===== src/rtl/wb_stage_q.sv =====
// wb_stage_q: write-back stage with result queue.
//
// Selects the write-back value (ALU result, aligned load data or link
// address), extracts and extends byte/halfword loads, then queues
// {value, rd, write-enable} in a DEPTH-entry FIFO. The FIFO head drives the
// register-file write port and only retires when rfGrant is high, so a busy
// write port back-pressures the memory stage rather than losing writes.
//
// Optional feature: define WB_RETIRE_CNT_EN to build the 64-bit retire
// counter; otherwise retireCount is tied to zero.
//
// Ports:
//   clk, rstn        clock, asynchronous active-low reset
//   memwbValid/Ready handshake from the memory stage (Ready = FIFO not full)
//   memwbData        raw data-memory word
//   memwbAddr        ALU result / memory address
//   memwbLink        PC+4 for JAL/JALR
//   memwbRd          destination register
//   memwbFunct3      load width/sign
//   memwbWbCtrl      [1:0] source select, [2] register write enable
//   rfGrant          register-file write port available
//   regwrite         register-file write strobe
//   writebackData    value to write (0 when queue empty)
//   wbRd             register to write (0 when queue empty)
//   wbValid          queue head holds an entry
//   retireCount      number of retired entries
module wb_stage_q #(
  parameter int unsigned DEPTH    = 4,
  parameter int unsigned RFADDR_W = 5
) (
  input  logic                clk,
  input  logic                rstn,
  input  logic                memwbValid,
  output logic                memwbReady,
  input  logic [31:0]         memwbData,
  input  logic [31:0]         memwbAddr,
  input  logic [31:0]         memwbLink,
  input  logic [RFADDR_W-1:0] memwbRd,
  input  logic [2:0]          memwbFunct3,
  input  logic [2:0]          memwbWbCtrl,
  input  logic                rfGrant,
  output logic                regwrite,
  output logic [31:0]         writebackData,
  output logic [RFADDR_W-1:0] wbRd,
  output logic                wbValid,
  output logic [63:0]         retireCount
);

  localparam int unsigned PtrW = (DEPTH > 1) ? $clog2(DEPTH) : 1;
  localparam int unsigned CntW = PtrW + 1;

  // Source selection and load alignment
  logic [7:0]  ld_byte;
  logic [15:0] ld_half;
  logic [31:0] ld_data;
  logic [31:0] in_data;
  logic        in_we;

  always_comb begin
    ld_byte = memwbData[7:0];
    unique case (memwbAddr[1:0])
      2'd0: ld_byte = memwbData[7:0];
      2'd1: ld_byte = memwbData[15:8];
      2'd2: ld_byte = memwbData[23:16];
      2'd3: ld_byte = memwbData[31:24];
      default: ld_byte = memwbData[7:0];
    endcase
    // Halfword offset bit 0 is ignored: misaligned halves are not trapped.
    ld_half = memwbAddr[1] ? memwbData[31:16] : memwbData[15:0];

    unique case (memwbFunct3)
      3'b000:  ld_data = {{24{ld_byte[7]}}, ld_byte};
      3'b001:  ld_data = {{16{ld_half[15]}}, ld_half};
      3'b100:  ld_data = {24'd0, ld_byte};
      3'b101:  ld_data = {16'd0, ld_half};
      default: ld_data = memwbData;
    endcase

    unique case (memwbWbCtrl[1:0])
      2'b01:   in_data = ld_data;
      2'b10:   in_data = memwbLink;
      default: in_data = memwbAddr;
    endcase

    // x0 entries still take a slot and retire, but never write.
    in_we = memwbWbCtrl[2] && (memwbRd != '0);
  end

  // Result FIFO
  logic [31:0]         data_q [DEPTH];
  logic [RFADDR_W-1:0] rd_q   [DEPTH];
  logic                we_q   [DEPTH];

  logic [PtrW-1:0] wr_ptr_q, wr_ptr_d;
  logic [PtrW-1:0] rd_ptr_q, rd_ptr_d;
  logic [CntW-1:0] count_q, count_d;
  logic            push, pop, full;

  assign full       = (count_q == CntW'(DEPTH));
  // Depends only on stored occupancy: no pop-through when full.
  assign memwbReady = ~full;
  assign wbValid    = (count_q != '0);
  assign push       = memwbValid && memwbReady;
  assign pop        = wbValid && rfGrant;

  always_comb begin
    wr_ptr_d = push ? wr_ptr_q + PtrW'(1) : wr_ptr_q;
    rd_ptr_d = pop  ? rd_ptr_q + PtrW'(1) : rd_ptr_q;
    count_d  = count_q;
    unique case ({push, pop})
      2'b10:   count_d = count_q + CntW'(1);
      2'b01:   count_d = count_q - CntW'(1);
      default: count_d = count_q;
    endcase
  end

  always_ff @(posedge clk or negedge rstn) begin
    if (!rstn) begin
      wr_ptr_q <= '0;
      rd_ptr_q <= '0;
      count_q  <= '0;
    end else begin
      wr_ptr_q <= wr_ptr_d;
      rd_ptr_q <= rd_ptr_d;
      count_q  <= count_d;
    end
  end

  // Storage needs no reset: head fields are masked while the queue is empty.
  always_ff @(posedge clk) begin
    if (push) begin
      data_q[wr_ptr_q] <= in_data;
      rd_q[wr_ptr_q]   <= memwbRd;
      we_q[wr_ptr_q]   <= in_we;
    end
  end

  assign writebackData = wbValid ? data_q[rd_ptr_q] : '0;
  assign wbRd          = wbValid ? rd_q[rd_ptr_q] : '0;
  assign regwrite      = pop && we_q[rd_ptr_q];

`ifdef WB_RETIRE_CNT_EN
  logic [63:0] retire_q, retire_d;

  assign retire_d = pop ? retire_q + 64'd1 : retire_q;

  always_ff @(posedge clk or negedge rstn) begin
    if (!rstn) begin
      retire_q <= '0;
    end else begin
      retire_q <= retire_d;
    end
  end

  assign retireCount = retire_q;
`else
  assign retireCount = '0;
`endif

endmodule


===== config.mk =====
export PLATFORM = sky130hd
export DESIGN_NAME = wb_stage_q
export DESIGN_NICKNAME = d
export VERILOG_FILES = /design/src/rtl/wb_stage_q.sv
export SDC_FILE = /design/constraint.sdc
export NUM_CORES = 1
export LEC_CHECK = 0
export CAP_MARGIN = 20
export CORE_UTILIZATION = 40
export DETAILED_ROUTE_END_ITERATION = 8
export GPL_ROUTABILITY_DRIVEN = 0
export GPL_TIMING_DRIVEN = 1
export PLACE_DENSITY = 0.75
export SLEW_MARGIN = 15
export SYNTH_ARGS = -nofsm -noshare
export SYNTH_HDL_FRONTEND = slang
export SYNTH_SLANG_ARGS = --single-unit
export TNS_END_PERCENT = 5

===== constraint.sdc =====
create_clock -name clk -period 4.1 [get_ports clk]
set_input_delay 0.82 -clock clk [delete_from_list [all_inputs] [get_ports clk]]
set_output_delay 0.82 -clock clk [all_outputs]
set_load 0.05 [all_outputs]

After elaboration in Yosys (flattened, before gate mapping):

Memory sizes are Yosys's and may differ from the RTL's.
Index checks and enable logic that the tools add are counted.

* flip-flop bits (word level): 7
* bits in writable memories: 152
* memories kept: 3

Memory list
* data_q: words 4, width 32, read ports 1, clocked after memory_dff 0, wr ports 1, RTL line 90 `logic [31:0] data_q [DEPTH];`
* rd_q: words 4, width 5, read ports 1, clocked after memory_dff 0, wr ports 1, RTL line 91 `logic [RFADDR_W-1:0] rd_q [DEPTH];`
* we_q: words 4, width 1, read ports 1, clocked after memory_dff 0, wr ports 1, RTL line 92 `logic we_q [DEPTH];`

* add/subtract/negate cells: 4
* eq/ne operators: 11
* mux-type cells: 9
* bitwise logic cells: 1
* reductions and logical operators: 9

Operators with widths (number)
* 32-bit case mux with 4 select lines: 1
* 32-bit case mux with 2 select lines: 1
* 32-bit two-way mux: 1
* 8-bit case mux with 4 select lines: 1
* 16-bit two-way mux: 1
* 3-bit == test (second input constant): 3
* 2-bit == test (second input constant): 4
* 2-bit by 1-bit == test with 1-bit output (second input constant): 3
* 3-bit case mux with 2 select lines: 1
* 5-bit two-way mux: 1
* 5-bit nonzero test: 1
* 2-bit by 1-bit adder with 2-bit output (second input constant): 2
* 1-bit logical AND: 4
* 3-bit by 1-bit adder with 3-bit output (second input constant): 1
* 3-bit by 1-bit == test with 1-bit output (second input constant): 1
* 3-bit zero test: 1
* 3-bit nonzero test: 1
* 3-bit by 1-bit subtractor with 3-bit output (second input constant): 1
* 2-bit zero test: 1
* 1-bit two-way mux: 2
* 2-bit nonzero test: 1
* 1-bit NOT: 1

Depth between registers and ports, before layout:

Gate-level depths: netlist (run 1).

* word-level depth: 5
* mapped depth: 10
* depth with buffers taken out: 10

Worst setup path before layout (run 1):

No wires, ideal clock.

* path type: register to register
* start point: register count_q[0]
* end point: register count_q[2]
* library setup time: 79 ps
* arrival: 2344 ps
* required time: 4021 ps
* setup slack: 1677 ps
* cell stages (with the launch flop): 11
* period minus slack after synthesis: 2423 ps
* cells stage by stage: dfrtp_1 > inv_1 > nand3_1 > and2_1 > inv_1 > ha_1 > inv_1 > fa_1 > xor2_1 > nor2_1 > xor2_1

* longest elaborated chain between the ends: 5
* elaborated cells on any way between the ends: 11

Ends and longest elaborated chain
* start: declaration: RTL line 96 `logic [CntW-1:0] count_q, count_d;`
* start signal: assignment: RTL line 125 `count_q <= count_d;`
* 3-bit == test (*): RTL line 99 `assign full = (count_q == CntW'(DEPTH));`
* 1-bit NOT (*): RTL line 101 `assign memwbReady = ~full;`
* via memwbReady: RTL line 34 `output logic memwbReady,`
* 1-bit logical AND (*): RTL line 103 `assign push = memwbValid && memwbReady;`
* 2-bit by 1-bit == test with 1-bit output / 2-bit == test (equally long branches): RTL line 110 `unique case ({push, pop})`
* 3-bit case mux with 2 select lines / 2-bit nonzero test (equally long branches)

The timed path passes the listed nets; every way through them passes the cells marked *.
A chain may end at the register's enable or synchronous reset.

Final worst setup path (run 1):

* start point: register rd_ptr_q[0]
* end point: output writebackData[22]

* longest elaborated chain between the ends: 2

Ends and longest elaborated chain
* start: declaration: RTL line 95 `logic [PtrW-1:0] rd_ptr_q, rd_ptr_d;`
* start signal: assignment: RTL line 124 `rd_ptr_q <= rd_ptr_d;`
* memory read 4 x 32 bit
* 32-bit two-way mux: RTL line 138 `assign writebackData = wbValid ? data_q[rd_ptr_q] : '0;`
* end: declaration: RTL line 43 `output logic [31:0] writebackData,`

No other way between the ends.

==> metrics.txt, run 1 <==
DRC=0; Post-synth EDFFs=152; Post-CTS Setup Bufs=0; sequential area share after synthesis=60.7%; worst path buffer plus inverter count=2; Synth area leaders=edfxtp_1, mux4_2, buf_4; placed cell area=9350 um^2; vias in the first global route=5051; DRT Wirelength=19.4 mm; Worst setup EP type=output port; Hold Crit Depth=1; Clock Skew=7.38 ps; TritonRoute pass-1 iters=6; NetSw=0.00285 W; initial core utilization=41.3%; Async S/R FF share, synth=4.40%; area leader, netlist=edfxtp_1; Crit path max-delay family=buffers and inverters; Slew headroom=27.8%; synth cell count leaders=edfxtp_1, buf_4, and2_1, mux4_2, a22oi_1; fin area=9960 um^2; RSZ-0062 raised after global routing=no; gr usage total=20.0%; nets=799; top-count cell post-synth=edfxtp_1; Crit path depth=4; Core Footprint=18900 um^2; first-pass GRT wire length=28.9 mm; CTS Sinks=159; Most used DFF post-synth=edfxtp_1; Final HPWL DP=13.4 mm; MaxCap Viol Count=0; worst vdd ir=0.334 mV; post-cts gate resize count=0; Syn. warnings=0; sequential cell area=4740 um^2; Hold Violations, Final=0; crit-path max FO=25; Tot Pwr=0.00721 W; slowest stage delay, CP=690 ps; Bufs on Longest Clock Path=2; # port buffers=150; Worst EP arrival=2750 ps; largest net degree at the start of global routing=52; setup violators final=0; worst-path cell chain=buf_12, mux4_2, and2_1, clkdlybuf4s50_1; Slew @ Worst Pin=1080 ps; mapped cell area=7810 um^2; post-layout min period=3570 ps; Gate Count Post-Synth=533; power density over cell area=724 nW/um^2; Area Overhead vs Synth=27.6%; WS Path Type=flip-flop to output port; Congestion Overflow GR=0; Die X=142 um; CTS tree=yes; Clk pwr share=20.1%; Num CTS Buffers=17; hold_sp=count_q[0]$_DFFE_PN0P_; # H-tree levels=4; multi-input logic area=2640 um^2; flops & latches, synth=159; DR vias=5048; Comb power frac=47.8%; root buffer cell=clkbuf_16; Clock Latency Late Sink=420 ps; DR WL/cell=20.4 um; Row Count=50; Net Sw Frac=39.5%; Seq pwr share=32.1%; Pleak=3.47 nW; fraction of layout cells with a size suffix above 1=13.3%; slowest cell on the critical path=clkdlybuf4s50_1; Hold Buf Count CTS=0; fillcell total=1581; internal power=0.00436 W; R2R Setup Slk=1830 ps; initial antenna violation count=2; die area=20100 um^2; Hold WC Path Type=flip-flop to flip-flop; post-layout util=52.7%; post-route ant nets=0; Die H=142 um; Worst-path clk slew=60 ps; crit share post-route=87.0%; Distinct cells, synth=46; startpoint types=flip-flop; worst flop-to-flop path startpoint=count_q[2]$_DFFE_PN0P_; Endpoint, Worst Hold=count_q[0]$_DFFE_PN0P_; # IOs=215; R2R depth=9; post-route setup TNS=0 ps; Synth Area per Inst=14.7 um^2; CP Data Required Time=3280 ps; Detailed Route Iter0 Violations=268; outcome=completed; Reg2Reg Capture Point=count_q[2]$_DFFE_PN0P_; fin. max-slew vios=0; Max Freq=280 MHz; Yosys top cell area share=58.5%; Via-to-Cell Ratio=5.29
==> per-stage QoR <==
stage,worst slack (ps),cells,hold slack [ps]
finish,531,954,494
global route,411,954,528
CTS,462,950,500
detailed placement,811,918,487
global placement,885,918,471
floorplan,1680,596,456
==> placed cells by master, fill, tap and decap left out, types with 4 or more instances in the layout <==
master,synthesis,final
a21oi_1,11,11
a22oi_1,30,30
and2_1,41,41
and3_2,0,4
buf_12,0,4
buf_4,65,7
clkbuf_1,22,4
clkbuf_16,0,17
clkdlybuf4s50_1,0,150
clkinv_2,0,5
conb_1,1,64
dfrtp_1,7,5
edfxtp_1,152,152
ha_1,7,7
inv_1,12,12
mux2_2,4,4
mux2i_1,10,10
mux4_2,38,38
nand2_1,27,27
nor2b_1,4,4
o211ai_1,16,16
o21ai_0,20,20
o22ai_1,5,5
o2bb2ai_1,5,5
or3_1,7,7
==> how the worst max path moves through the flow <==
stage,start,to,slack [ps]
global route,rd_ptr_q[0]$_DFFE_PN0P_,writebackData[27],410
CTS,rd_ptr_q[0]$_DFFE_PN0P_,writebackData[22],460
floorplan,count_q[0]$_DFFE_PN0P_,count_q[2]$_DFFE_PN0P_,1680
finish,rd_ptr_q[0]$_DFFE_PN0P_,writebackData[22],530
detailed placement,memwbAddr[0],data_q[3][23]$_DFFE_PP_,810
global placement,memwbAddr[0],data_q[0][30]$_DFFE_PP_,880
==> per-layer routing <==
layer | share of wire, % | routed length (um) | track usage [%]
met2 | 50 | 9790 | 34.0
met5 | 0.098 | 19 | 0
met1 | 39 | 7570 | 23.8
met3 | 6.0 | 1170 | 4.08
met4 | 4.6 | 886 | 11.0
==> worst reg2reg max path, cell delays in order (launching register included) <==
cell and delay, ps:
dfrtp_1 380, or3_1 120, buf_4 350, and2_1 270
ha_1 220, inv_1 60, fa_1 370, xor2_1 150
nor2_1 110, xor2_1 160
==> cells by family after synthesis <==
logic type / Yosys count / synth area share (%)
buf+inv: 110 / 8.64
mux: 52 / 12.8
compound gates: 102 / 9.07
xor+xnor: 6 / 0.673
fa+ha+maj: 8 / 1.38
other cells: 1 / 0.0480
simple gates: 95 / 6.68
flops: 159 / 60.7
==> flip-flops by register name, indices dropped and copies added (netlist names) <==
register,flops
wr_ptr_q,2
we_q,4
count_q,3
data_q,128
rd_ptr_q,2
rd_q,20
==> power groups by stage <==
stage	sequential [W]	clock (W)	combinational [W]
finish	0.00231	0.00145	0.00345
global route	0.00234	0.00154	0.00362
CTS	0.00233	0.00147	0.00344
detailed placement	0.00236	0	0.00343
global placement	0.00233	0	0.00340
floorplan	0.00229	0	0.00243
==> layout make-up <==
class,instances,area share (%)
inverter,13,0.490
tap,260,3.27
clock buffer,22,4.56
clock inverter,10,0.904
multi-input combinational,327,26.5
sequential,159,47.6
timing repair buffer,162,16.7
antenna,1,0.0251
Power figures use the tool's default switching activity.
==> inputs of run 2 (changes only) <==
--- a/config.mk
+++ b/config.mk
@@ -10,7 +10,8 @@
 export DETAILED_ROUTE_END_ITERATION = 8
 export GPL_ROUTABILITY_DRIVEN = 0
 export GPL_TIMING_DRIVEN = 1
-export PLACE_DENSITY = 0.75
+export HOLD_SLACK_MARGIN = 0.1
+export PLACE_DENSITY = 0.78
 export SLEW_MARGIN = 15
 export SYNTH_ARGS = -nofsm -noshare
 export SYNTH_HDL_FRONTEND = slang
==> constraint.sdc (replaced) <==
create_clock -name clk -period 2.95 [get_ports clk]
set_input_delay 0.59 -clock clk [delete_from_list [all_inputs] [get_ports clk]]
set_output_delay 0.59 -clock clk [all_outputs]
set_load 0.05 [all_outputs]
==> metrics.txt, run 2 (synthesis gave the netlist of run 1 again) <==
outcome=completed; slowest cell on the critical path=dfrtp_4; Hold WC Path Type=input port to asynchronous set/reset pin; R2R depth=8; Die H=142 um; Detailed Route Iter0 Violations=312; Core Footprint=18900 um^2; first-pass GRT wire length=29.1 mm; initial core utilization=41.3%; # H-tree levels=4; startpoint types=flip-flop; RSZ-0062 raised after global routing=no; met1 Use GR=25.4%; crit-path max FO=13; CTS Sinks=159; Via-to-Cell Ratio=5.16; TritonRoute pass-1 iters=6; commonest non-fill, non-tap cell in the layout=edfxtp_1; biggest regs=data_q x128, rd_q x20, we_q x4; Area Overhead vs Synth=28.5%; GR Util met3=3.95%; CP most frequent cell=buf_4; post-cts gate resize count=0; crit share post-route=94.6%; CP Data Required Time=2360 ps; fraction of layout cells with a size suffix above 1=20.6%; fin. max-slew vios=0; worst vdd ir=0.483 mV; Worst EP arrival=2200 ps; Max Freq=358 MHz; Num CTS Buffers=17; power density over cell area=1010 nW/um^2; DR vias=4976; Worst setup endpoint=writebackData[0]; placed cell area=9450 um^2; MaxCap Viol Count=0; Final HPWL DP=13.7 mm; Reg2Reg Capture Point=count_q[2]$_DFFE_PN0P_; R2R Setup Slk=720 ps; busiest grt layer=met2; largest net degree at the start of global routing=40; Post-CTS Setup Bufs=0; worst flop-to-flop path startpoint=count_q[0]$_DFFE_PN0P_; WS Path Type=flip-flop to output port; CTS tree=yes; slowest stage delay, CP=590 ps; DR WL/cell=19.9 um; Reg with most FFs=data_q; nets=811; DRC=0; Clock Latency Late Sink=420 ps; Pleak=3.58 nW; # IOs=215; Crit path depth=4; number of diodes=0; Row Count=50; post-layout min period=2790 ps; fin area=10000 um^2; worst-path cell chain=buf_4, mux4_2, and2_1, buf_4; Bufs on Longest Clock Path=2; Die X=142 um; Hold Violations, Final=0; initial antenna violation count=0; root buffer cell=clkbuf_16; die area=20100 um^2; Clock Skew=11.1 ps; post-route ant nets=0; DRT Wirelength=19.2 mm; vias in the first global route=5007; post-route setup TNS=0 ps; max reg flops=128; most frequent cells in the layout=edfxtp_1, clkdlybuf4s50_1, conb_1; Worst-path clk slew=60 ps; met2 Usage GRT=33.5%; Worst setup EP type=output port; gr usage total=20.0%; Hold Buf Count CTS=0; setup violators final=0; worst path buffer plus inverter count=2; # port buffers=150; hold_ws=441 ps; Crit path max-delay family=flip-flops; Congestion Overflow GR=0; Setup crit start=rd_ptr_q[0]$_DFFE_PN0P_
[run 2: cell count changes in the layout (fill, tap and decap cells not counted), moves of 2 or more]
cell and change:
clkinvlp_4 +4, clkdlybuf4s50_1 -39, inv_6 +3, clkbuf_1 -4, buf_4 +47, clkinv_2 -4
buf_12 +5, clkinv_4 -2
[run 2: area by class of cell]
type                    instances  area, um^2
multi-input cells             327        2640
fillers                      1594        8860
well taps                     260         325
clock buffers                  17         425
inverters                      13        48.8
flip-flops and latches        159        4740
repair buffers                174        1700
clock inverters                14         154
[run 2: worst min path at each step]
| stage | startpoint | depth (start not counted) | slack (ps) | to |
|---|---|---|---|---|
| 2_1_floorplan | rstn | 0 | 290 | count_q[0]$_DFFE_PN0P_ |
| 3_3_place_gp | count_q[2]$_DFFE_PN0P_ | 1 | 470 | count_q[2]$_DFFE_PN0P_ |
| 3_5_place_dp | count_q[2]$_DFFE_PN0P_ | 1 | 480 | count_q[2]$_DFFE_PN0P_ |
| 4_1_cts | rstn | 1 | 430 | wr_ptr_q[1]$_DFFE_PN0P_ |
| 5_1_grt | rstn | 1 | 450 | count_q[1]$_DFFE_PN0P_ |
| 6_report | rstn | 1 | 440 | count_q[1]$_DFFE_PN0P_ |
[run 2: per-layer routing]
metal	up-vias	wire length, um
met1	2475	7700
met5	-	0
met2	228	9910
met4	0	401
li1	2247	-
met3	26	1190
[run 2: power by group]
group	internal [W]	switching (W)
Sequential	0.00306	0.000166
Combinational	0.00177	0.00299
Clock	0.00125	0.000893
Total	0.00608	0.00405
[run 2: stage by stage]
step                      power [W]  setup slack, ps  util, %  std cells
final                        0.0101              160     53.1        964
after global routing         0.0106             28.9     53.1        964
after CTS                    0.0102             9.75     53.1        964
after detailed placement    0.00809              261     50.0        933
after global placement      0.00804              303     50.0        933
after floorplan             0.00656              527        -        596
==> inputs of run 3 (changes only) <==
--- a/config.mk
+++ b/config.mk
@@ -16,4 +16,3 @@
 export SYNTH_ARGS = -nofsm -noshare
 export SYNTH_HDL_FRONTEND = slang
 export SYNTH_SLANG_ARGS = --single-unit
-export TNS_END_PERCENT = 5
==> results of run 3 <==
Same layout as run 2: the final DEF is identical, and so are final timing and power.
